**src/rtl/uart_pkg.sv**
```systemverilog
// Shared UART definitions: FSM state encoding, data width, default bit timing
// and the parity helper used by both the transmitter and the receiver.
package uart_pkg;

    localparam int DATA_W           = 8;
    localparam int CLKS_PER_BIT_DEF = 16;
    // Wide enough for the largest legal CLKS_PER_BIT (65535).
    localparam int CNT_W            = 16;

    typedef enum logic [2:0] {
        IDLE,
        START,
        DATA,
        PARITY,
        STOP
    } uart_state_e;

    // Even parity is the XOR of the byte; odd parity is its inverse.
    function automatic logic parity_bit(input logic [DATA_W-1:0] data, input logic odd);
        return (^data) ^ odd;
    endfunction

endpackage

```
**src/rtl/uart_tx_if.sv**
```systemverilog
// Transmit-side handshake bundle: byte/request/flow-control in, line/status out.
interface uart_tx_if;
    import uart_pkg::*;

    logic [DATA_W-1:0] tx_data;
    logic              tx_start;
    logic              cts_n;
    logic              tx;
    logic              tx_busy;
    logic              tx_done;

    // master: whoever feeds bytes in; slave: the transmitter itself.
    modport master (output tx_data, tx_start, cts_n, input tx, tx_busy, tx_done);
    modport slave  (input tx_data, tx_start, cts_n, output tx, tx_busy, tx_done);

endinterface

```
**src/rtl/uart_baud_gen.sv**
```systemverilog
// Bit-cycle counter: ticks once every CLKS_PER_BIT cycles, on the last cycle
// of a bit. restart holds it at the top of a bit so the next bit is full length.
module uart_baud_gen
    import uart_pkg::*;
#(
    parameter int unsigned CLKS_PER_BIT = CLKS_PER_BIT_DEF
)(
    input  logic clk,
    input  logic rst_n,
    input  logic restart,
    output logic tick
);

    localparam logic [CNT_W-1:0] RELOAD = CNT_W'(CLKS_PER_BIT - 1);

    logic [CNT_W-1:0] cnt_q, cnt_d;

    // Count down to zero, reloading at every bit boundary or on restart.
    // NOTE: default assignment first, so no path leaves cnt_d unassigned and no latch is inferred.
    always_comb begin
        cnt_d = cnt_q;
        if (restart || cnt_q == '0) begin
            cnt_d = RELOAD;
        end else begin
            cnt_d = cnt_q - CNT_W'(1);
        end
    end

    // Counter register.
    // NOTE: non-blocking assignments so every flop samples pre-edge values.
    always_ff @(posedge clk or negedge rst_n) begin
        if (!rst_n) begin
            cnt_q <= '0;
        end else begin
            cnt_q <= cnt_d;
        end
    end

    assign tick = (cnt_q == '0);

endmodule

```
**src/rtl/uart_tx.sv**
```systemverilog
// UART transmitter: start bit, 8 data bits LSB first, optional parity, one
// stop bit. The line is driven straight from a flop so it never glitches.
module uart_tx
    import uart_pkg::*;
#(
    parameter int unsigned CLKS_PER_BIT = CLKS_PER_BIT_DEF,
    parameter bit          PARITY_EN    = 1'b0,
    parameter bit          PARITY_ODD   = 1'b0
)(
    input logic      clk,
    input logic      rst_n,
    uart_tx_if.slave bus
);

    localparam int              IDX_W    = $clog2(DATA_W);
    localparam logic [IDX_W-1:0] LAST_IDX = IDX_W'(DATA_W - 1);

    uart_state_e       state_q, state_d;
    logic [DATA_W-1:0] shift_q, shift_d;
    logic [IDX_W-1:0]  bit_idx_q, bit_idx_d;
    logic              parity_q, parity_d;
    logic              tx_q, tx_d;
    logic              busy_q, busy_d;
    logic              done_q, done_d;
    logic              tick;

    // Held in restart while idle, so the start bit always gets a full bit time.
    uart_baud_gen #(
        .CLKS_PER_BIT (CLKS_PER_BIT)
    ) u_baud_gen (
        .clk     (clk),
        .rst_n   (rst_n),
        .restart (state_q == IDLE),
        .tick    (tick)
    );

    // Next-state and next-output logic; each transition also sets the line
    // value for the coming bit, so tx changes exactly on bit boundaries.
    always_comb begin
        state_d   = state_q;
        shift_d   = shift_q;
        bit_idx_d = bit_idx_q;
        parity_d  = parity_q;
        tx_d      = tx_q;
        busy_d    = busy_q;
        done_d    = 1'b0;

        unique case (state_q)
            IDLE: begin
                tx_d   = 1'b1;
                busy_d = 1'b0;
                if (bus.tx_start && !bus.cts_n) begin
                    state_d   = START;
                    shift_d   = bus.tx_data;
                    parity_d  = parity_bit(bus.tx_data, PARITY_ODD);
                    bit_idx_d = '0;
                    tx_d      = 1'b0;
                    busy_d    = 1'b1;
                end
            end
            START: begin
                if (tick) begin
                    state_d = DATA;
                    tx_d    = shift_q[0];
                    shift_d = shift_q >> 1;
                end
            end
            DATA: begin
                if (tick) begin
                    if (bit_idx_q == LAST_IDX) begin
                        if (PARITY_EN) begin
                            state_d = PARITY;
                            tx_d    = parity_q;
                        end else begin
                            state_d = STOP;
                            tx_d    = 1'b1;
                        end
                    end else begin
                        bit_idx_d = bit_idx_q + IDX_W'(1);
                        tx_d      = shift_q[0];
                        shift_d   = shift_q >> 1;
                    end
                end
            end
            PARITY: begin
                if (tick) begin
                    state_d = STOP;
                    tx_d    = 1'b1;
                end
            end
            STOP: begin
                if (tick) begin
                    state_d = IDLE;
                    busy_d  = 1'b0;
                    done_d  = 1'b1;
                end
            end
            default: begin
                state_d = IDLE;
                tx_d    = 1'b1;
                busy_d  = 1'b0;
            end
        endcase
    end

    // State and output registers; reset abandons any frame with the line high.
    always_ff @(posedge clk or negedge rst_n) begin
        if (!rst_n) begin
            state_q   <= IDLE;
            shift_q   <= '0;
            bit_idx_q <= '0;
            parity_q  <= 1'b0;
            tx_q      <= 1'b1;
            busy_q    <= 1'b0;
            done_q    <= 1'b0;
        end else begin
            state_q   <= state_d;
            shift_q   <= shift_d;
            bit_idx_q <= bit_idx_d;
            parity_q  <= parity_d;
            tx_q      <= tx_d;
            busy_q    <= busy_d;
            done_q    <= done_d;
        end
    end

    assign bus.tx      = tx_q;
    assign bus.tx_busy = busy_q;
    assign bus.tx_done = done_q;

endmodule

```
**src/flat_wrapper.sv**
```systemverilog
// flat-port wrapper written by rule: the top's interface ports become plain ports
module uart_tx_flat import uart_pkg::*;
#(
    parameter int unsigned CLKS_PER_BIT = CLKS_PER_BIT_DEF,
    parameter bit          PARITY_EN    = 1'b0,
    parameter bit          PARITY_ODD   = 1'b0
)
  (clk, rst_n, bus_tx_data, bus_tx_start, bus_cts_n, bus_tx, bus_tx_busy, bus_tx_done);
  uart_tx_if bus_i ();
  input logic clk;
  input logic rst_n;
  input wire logic [$bits(bus_i.tx_data)-1:0] bus_tx_data;
  input wire logic [$bits(bus_i.tx_start)-1:0] bus_tx_start;
  input wire logic [$bits(bus_i.cts_n)-1:0] bus_cts_n;
  output wire logic [$bits(bus_i.tx)-1:0] bus_tx;
  output wire logic [$bits(bus_i.tx_busy)-1:0] bus_tx_busy;
  output wire logic [$bits(bus_i.tx_done)-1:0] bus_tx_done;
  assign bus_i.tx_data = bus_tx_data;
  assign bus_i.tx_start = bus_tx_start;
  assign bus_i.cts_n = bus_cts_n;
  assign bus_tx = bus_i.tx;
  assign bus_tx_busy = bus_i.tx_busy;
  assign bus_tx_done = bus_i.tx_done;
  uart_tx #(.CLKS_PER_BIT(CLKS_PER_BIT), .PARITY_EN(PARITY_EN), .PARITY_ODD(PARITY_ODD)) u_core (.clk(clk), .rst_n(rst_n), .bus(bus_i));
endmodule
```
**config.mk**
```make
export PLATFORM = sky130hd
export DESIGN_NAME = uart_tx_flat
export DESIGN_NICKNAME = d
export VERILOG_FILES = /design/src/rtl/uart_pkg.sv /design/src/rtl/uart_tx_if.sv /design/src/rtl/uart_baud_gen.sv /design/src/rtl/uart_tx.sv /design/src/flat_wrapper.sv
export SDC_FILE = /design/constraint.sdc
export NUM_CORES = 1
export LEC_CHECK = 0
export BUFFER_PORTS_ARGS = -buffer_cell sky130_fd_sc_hd__buf_2
export CAP_MARGIN = 20
export CORE_UTILIZATION = 50
export CTS_BUF_LIST = sky130_fd_sc_hd__clkbuf_2
export DETAILED_ROUTE_END_ITERATION = 8
export HOLD_SLACK_MARGIN = 0.06
export PLACE_DENSITY_LB_ADDON = 0.2
export SLEW_MARGIN = 20
export SYNTH_ARGS = -nofsm -noshare
export SYNTH_HDL_FRONTEND = slang
export SYNTH_HIERARCHICAL = 1
export SYNTH_SLANG_ARGS = --single-unit
```
**constraint.sdc**
```tcl
create_clock -name clk -period 3.7 [get_ports clk]
set_clock_uncertainty 0.15 [all_clocks]
set_input_delay 0.37 -clock clk [delete_from_list [all_inputs] [get_ports clk]]
set_output_delay 0.37 -clock clk [all_outputs]
set_load 0.01 [all_outputs]
```
# After elaboration in Yosys (flattened, before gate mapping)
# Index checks and enable logic that the tools add are counted.
word_totals:
  elab_cells: 64
  reg_bits: 33
  in_bits: 12
classes:
  bitwise_logic: 2
  eq_ne: 12
  mux: 28
  reduce_logical: 13
  addsub: 2
op_table:
  columns: ["op", "n"]
  rows:
  - ["8-bit two-way mux", 4]
  - ["3-bit two-way mux", 9]
  - ["8-bit one-hot mux with 3 select lines", 1]
  - ["16-bit logical NOT", 1]
  - ["16-bit two-way mux", 1]
  - ["16-bit by 1-bit subtractor with 16-bit output, second input constant", 1]
  - ["3-bit one-hot mux with 5 select lines", 1]
  - ["2-bit by 1-bit inequality test with 1-bit output, second input constant", 6]
  - ["1-bit two-way mux", 9]
  - ["4-bit AND reduction", 2]
  - ["3-bit by 2-bit == test with 1-bit output, second input constant", 2]
  - ["3-bit == test, second input constant", 2]
  - ["3-bit one-hot mux with 2 select lines", 1]
  - ["6-bit AND reduction", 1]
  - ["1-bit one-hot mux with 5 select lines", 1]
  - ["5-bit AND reduction", 1]
  - ["3-bit by 1-bit adder with 3-bit output, second input constant", 1]
  - ["3-bit by 1-bit == test with 1-bit output, second input constant", 1]
  - ["3-bit logical NOT", 1]
  - ["1-bit one-hot mux with 3 select lines", 1]
  - ["3-bit nonzero test", 1]
  - ["3-bit OR reduction", 1]
  - ["2-bit inequality test, second input constant", 1]
  - ["1-bit NOT", 2]
  - ["5 further kinds", 5]

# Logic depth before layout (Yosys ltp)
depth:
  depth_word: 4
  ltp_mapped: 9
  mapped_depth_nobuf: 8

# Modules after synthesis
# The synthesis kept the hierarchy.
modules_own_cells:
  columns: ["module", "area_each_um2", "seq_area_each_um2", "instances", "cells_each"]
  rows:
  - ["uart_tx", 905.9, 426.7, 1, 85]
  - ["uart_baud_gen", 845.8, 400.4, 1, 74]

# Worst setup path after synthesis
# OpenSTA, ideal clock, no wires.
synth_path:
  path_kind: "register to register"
  from: "reg u_core.u_baud_gen.cnt_q[0]"
  to: "reg u_core.shift_q[0]"
  path_buffers: 1
  setup_ns: 0.143
  path_stages_with_launch: 10
  t_arrival_ns: 2.571
  setup_slack_ns: 0.836
  path_cell_list: "dfrtp_1 > inv_1 > ha_1 > nor3b_4 > nand4b_4 > nor4_1 > or3b_2 > clkbuf_1 > o22ai_1 > a2bb2oi_1"
synth_between:
  elab_chain_len: 3
  elab_cells_between_ends: 4
  classes_between: "eq/ne: 2; reduce/logical: 2"
synth_lines:
  columns: ["item", "line", "source"]
  rows:
  - ["from (decl)", "uart_baud_gen.sv:16", "logic [CNT_W-1:0] cnt_q, cnt_d;"]
  - ["from (signal assigned)", "uart_baud_gen.sv:35", "cnt_q <= cnt_d;"]
  - ["16-bit logical NOT *", "uart_baud_gen.sv:39", "assign tick = (cnt_q == '0);"]
  - ["via u_core.tick", "uart_tx.sv:25", "logic tick;"]
  - ["2-bit by 1-bit inequality test with 1-bit output (no source line)", null, null]
  - ["5-bit AND reduction (no source line) *", null, null]
  - ["to (signal assigned)", "uart_tx.sv:118", "shift_q <= shift_d;"]
  - ["to (decl)", "uart_tx.sv:19", "logic [DATA_W-1:0] shift_q, shift_d;"]
# Mark *: on every way through the listed nets, which the timed path passes. The rest lies on a longest branch.
# A chain may end at the register's enable or synchronous reset.

# Final worst setup path
layout_path:
  from: "reg u_core.u_baud_gen.cnt_q[0]"
  to: "reg u_core.shift_q[2]"
# The elaborated chain is that of the path after synthesis.

==> summary.txt <==
CTS
  • Root buffer selected by CTS: clkbuf_2
  • CTS tree: yes
  • Clock Path Buffers: 2
  • H-tree Lvls: 2
  • Clock Latency Late Sink: around 0.36 ns
  • Clk sink count: 33
  • Worst-path clk slew: around 0.17 ns
  • Clock buffer count from CTS: 5
  • Post-cts sizing count: 0

Layout
  • ANT cells: 0
  • Post-layout util: 57.1%
  • Design area: between 0.0015 and 0.002 mm^2
  • Layout area overhead: 8.79%
  • Final nets: 192
  • Share of cells above drive strength 1: between 20% and 30%
  • Filler Cell Count: a little over 300
  • Layout Cells excl Fill: approximately 220
  • Commonest non-fill, non-tap cells in the layout: dfrtp_1, buf_2, nor2_1, nand2_1
  • Commonest non-fill, non-tap cell in the layout: dfrtp_1

Placement
  • Setup WS pre-CTS: ~0.86 ns
  • Hpwl dp: ~2100 um
  • RePlAce Congestion: between 0.7 and 0.8
  • IO buf count: 14
  • Placed Cells incl. Taps: roughly 210
  • Post-place instance area: between 0.0015 and 0.002 mm^2

Worst setup path
  • Worst Path Buf+Inv: 2
  • Data arrival, critical path: a little under 3 ns
  • Critical path fanouts, max: 15
  • Slowest cell delay on critical path: between 0.5 and 0.6 ns
  • Top cell family by delay on the critical path: simple AND/OR/NAND/NOR gates
  • Crit end category: register
  • WP data required: roughly 3.8 ns
  • Slowest CP cell: or3b_2
  • Cells along the critical path: inv_1 -> ha_1 -> nor3b_4 -> nand4b_4 -> nor4_2 -> buf_4 -> or3b_2 -> o22ai_1 -> a2bb2oi_1
  • Critical path startpoint category: register
  • Crit Path Category: reg -> reg

Logic synthesis
  • Mapped Area: 0.00175 mm^2
  • Synth warn: 6
  • Top_reg_cell synth: dfrtp_1
  • Distinct cells, synth: between 40 and 50
  • Synth area leader: dfrtp_1
  • Synth top area share: a little under half
  • Async set or reset register ratio after synthesis: 100%
  • Synthesized instance count: 159
  • Post-synth EDFFs: 0
  • Sequential-to-total area share from yosys stat: approximately 47%
  • #FFs+latches synth: 33
  • Syn Area/Cell: 11.0 um^2
  • Synth top area cells: dfrtp_1, a2bb2oi_1, nor2_1
  • Syn Nets: 174

Power
  • Pwr Total: 0.536 mW
  • Worst vdd ir: approximately 0.0002 V
  • Pwr per Cell Area: around 280 mW/mm^2
  • LEAKAGE: around 0.88 nW

Timing
  • Final Max Tran Viols: 0
  • Peak Freq: between 300 and 400 MHz
  • Slew headroom: approximately half
  • RSZ-0062 raised after global routing: false
  • Final setup violation count: 0
  • Final min period: about 2.8 ns
  • Setup TNS: 0 ns
  • Min Hold Slack: 0.180 ns
  • Fin worst setup slack: ~0.86 ns
  • Worst-Margin Slew: ~0.76 ns
  • Endpoints failing hold: 0
  • Final period utilization: 76.9%

Die
  • Core box area: around 0.0033 mm^2
  • Die Y: roughly 61 um
  • Initial Utilization: approximately 52%
  • Die area: 0.00374 mm^2
  • IO Pins: 15
  • Row cnt: 21
  • Chip width: ~61 um

Run
  • Max Cap Viol: 0

Routing
  • Initial DRC count: 60
  • Vias per cell: around 5.6
  • Final ANT Viol Nets: 0
  • Routed vias: between 1,000 and 1,500
  • DRC: 0
  • Pre-antenna DRT Iters: 4
  • Final wirelength: roughly 3000 um
  • DR WL/cell: 13.6 um

GRT
  • GR Overflow Total: 0
  • Largest net degree at the start of global routing: 34
  • First-pass GRT wire length: 5310 um
  • GRT Total Usage: 19.5%
  • Vias in the first global route: roughly 1,200
  • Initial antenna violation count: 0

Min path
  • Hold Path Class: in -> reg

Status
  • Status: complete, no violations
-- layout make-up --
type	count	area, um^2	share of cell area (%)
clock inverters	3	12.5	0.657
inverters	6	22.5	1.18
well taps	46	57.6	3.02
repair buffers	17	97.6	5.12
flip-flops and latches	33	827	43.4
clock buffers	5	25.0	1.31
multi-input cells	114	863	45.3
-- worst reg2reg max path: stages (launching register included) --
cell and delay (ns):
dfrtp_1 0.45, inv_1 0.09, ha_1 0.18, nor3b_4 0.36, nand4b_4 0.20, nor4_2 0.25
buf_4 0.24, or3b_2 0.56, o22ai_1 0.16, a2bb2oi_1 0.09
-- cells in the mapped netlist, types with 2 or more instances --
cell	number
a21oi_1	8
nor2b_1	3
nand3_1	4
ha_1	3
a2bb2oi_1	8
nor2_1	14
dfrtp_1	32
nor3_1	2
or3_1	2
nand2b_1	5
o21ai_0	6
clkbuf_1	3
or3b_2	2
nand2_1	9
nand4b_1	2
xnor2_1	4
buf_6	3
a31oi_1	2
or2_2	4
xor2_1	6
nor4_4	2
inv_1	6
o22ai_1	7
-- worst paths after layout --
check                           slack [ns]  cells after the start                       start                  end
worst max-delay path                  0.86                      9  u_core/u_baud_gen/cnt_q[0]    u_core/shift_q[2]
worst min-delay path                  0.18                      3              bus_tx_data[3]    u_core/shift_q[3]
worst max register to register        0.86                      9  u_core/u_baud_gen/cnt_q[0]    u_core/shift_q[2]
worst min register to register        0.37                      1               u_core/bus.tx        u_core/bus.tx
max in group asynchronous             2.51                      2                       rst_n  u_core/bit_idx_q[1]
min in group asynchronous             0.43                      2                       rst_n    u_core/shift_q[4]
-- flip-flops by register name, indices dropped and copies added, names as in the netlist --
signal / flops
u_core/state_q: 3
u_core/bus.tx_busy: 1
u_core/bus.tx_done: 1
u_core/u_baud_gen/cnt_q: 16
u_core/shift_q: 8
u_core/bit_idx_q: 3
u_core/bus.tx: 1
-- routing by layer --
metal,global-route usage [%],routed length (um),vias to the layer above
met5,0,0,-
met4,6.82,42,0
met3,5.67,94,5
met2,31.8,1530,13
met1,24.8,1380,611
li1,-,-,616
-- where the power goes --
group | total, mW | internal, mW | switching, mW
registers | 0.361 | 0.361 | 0
logic | 0.0148 | 0.00583 | 0.00893
clock network | 0.160 | 0.0414 | 0.118
total | 0.536 | 0.408 | 0.127
-- repair_timing --
action | CTS | global route
hold endpoints to repair | 33 | 0
hold buffers | 2 | 0
setup endpoints to repair | 0 | 0
setup buffers | 0 | 0
-- cells by family after synthesis --
group / after synthesis / share of synthesized area (%)
muxes: 1 / 0.571
xor gates and xnor gates: 10 / 5.00
AOI/OAI and AO/OA: 40 / 18.4
adders and majority gates: 3 / 2.14
buffers and inverters: 12 / 3.86
DFF: 33 / 47.2
and+or+nand+nor: 60 / 22.9
Note: power is estimated with default switching activity, not from simulation.
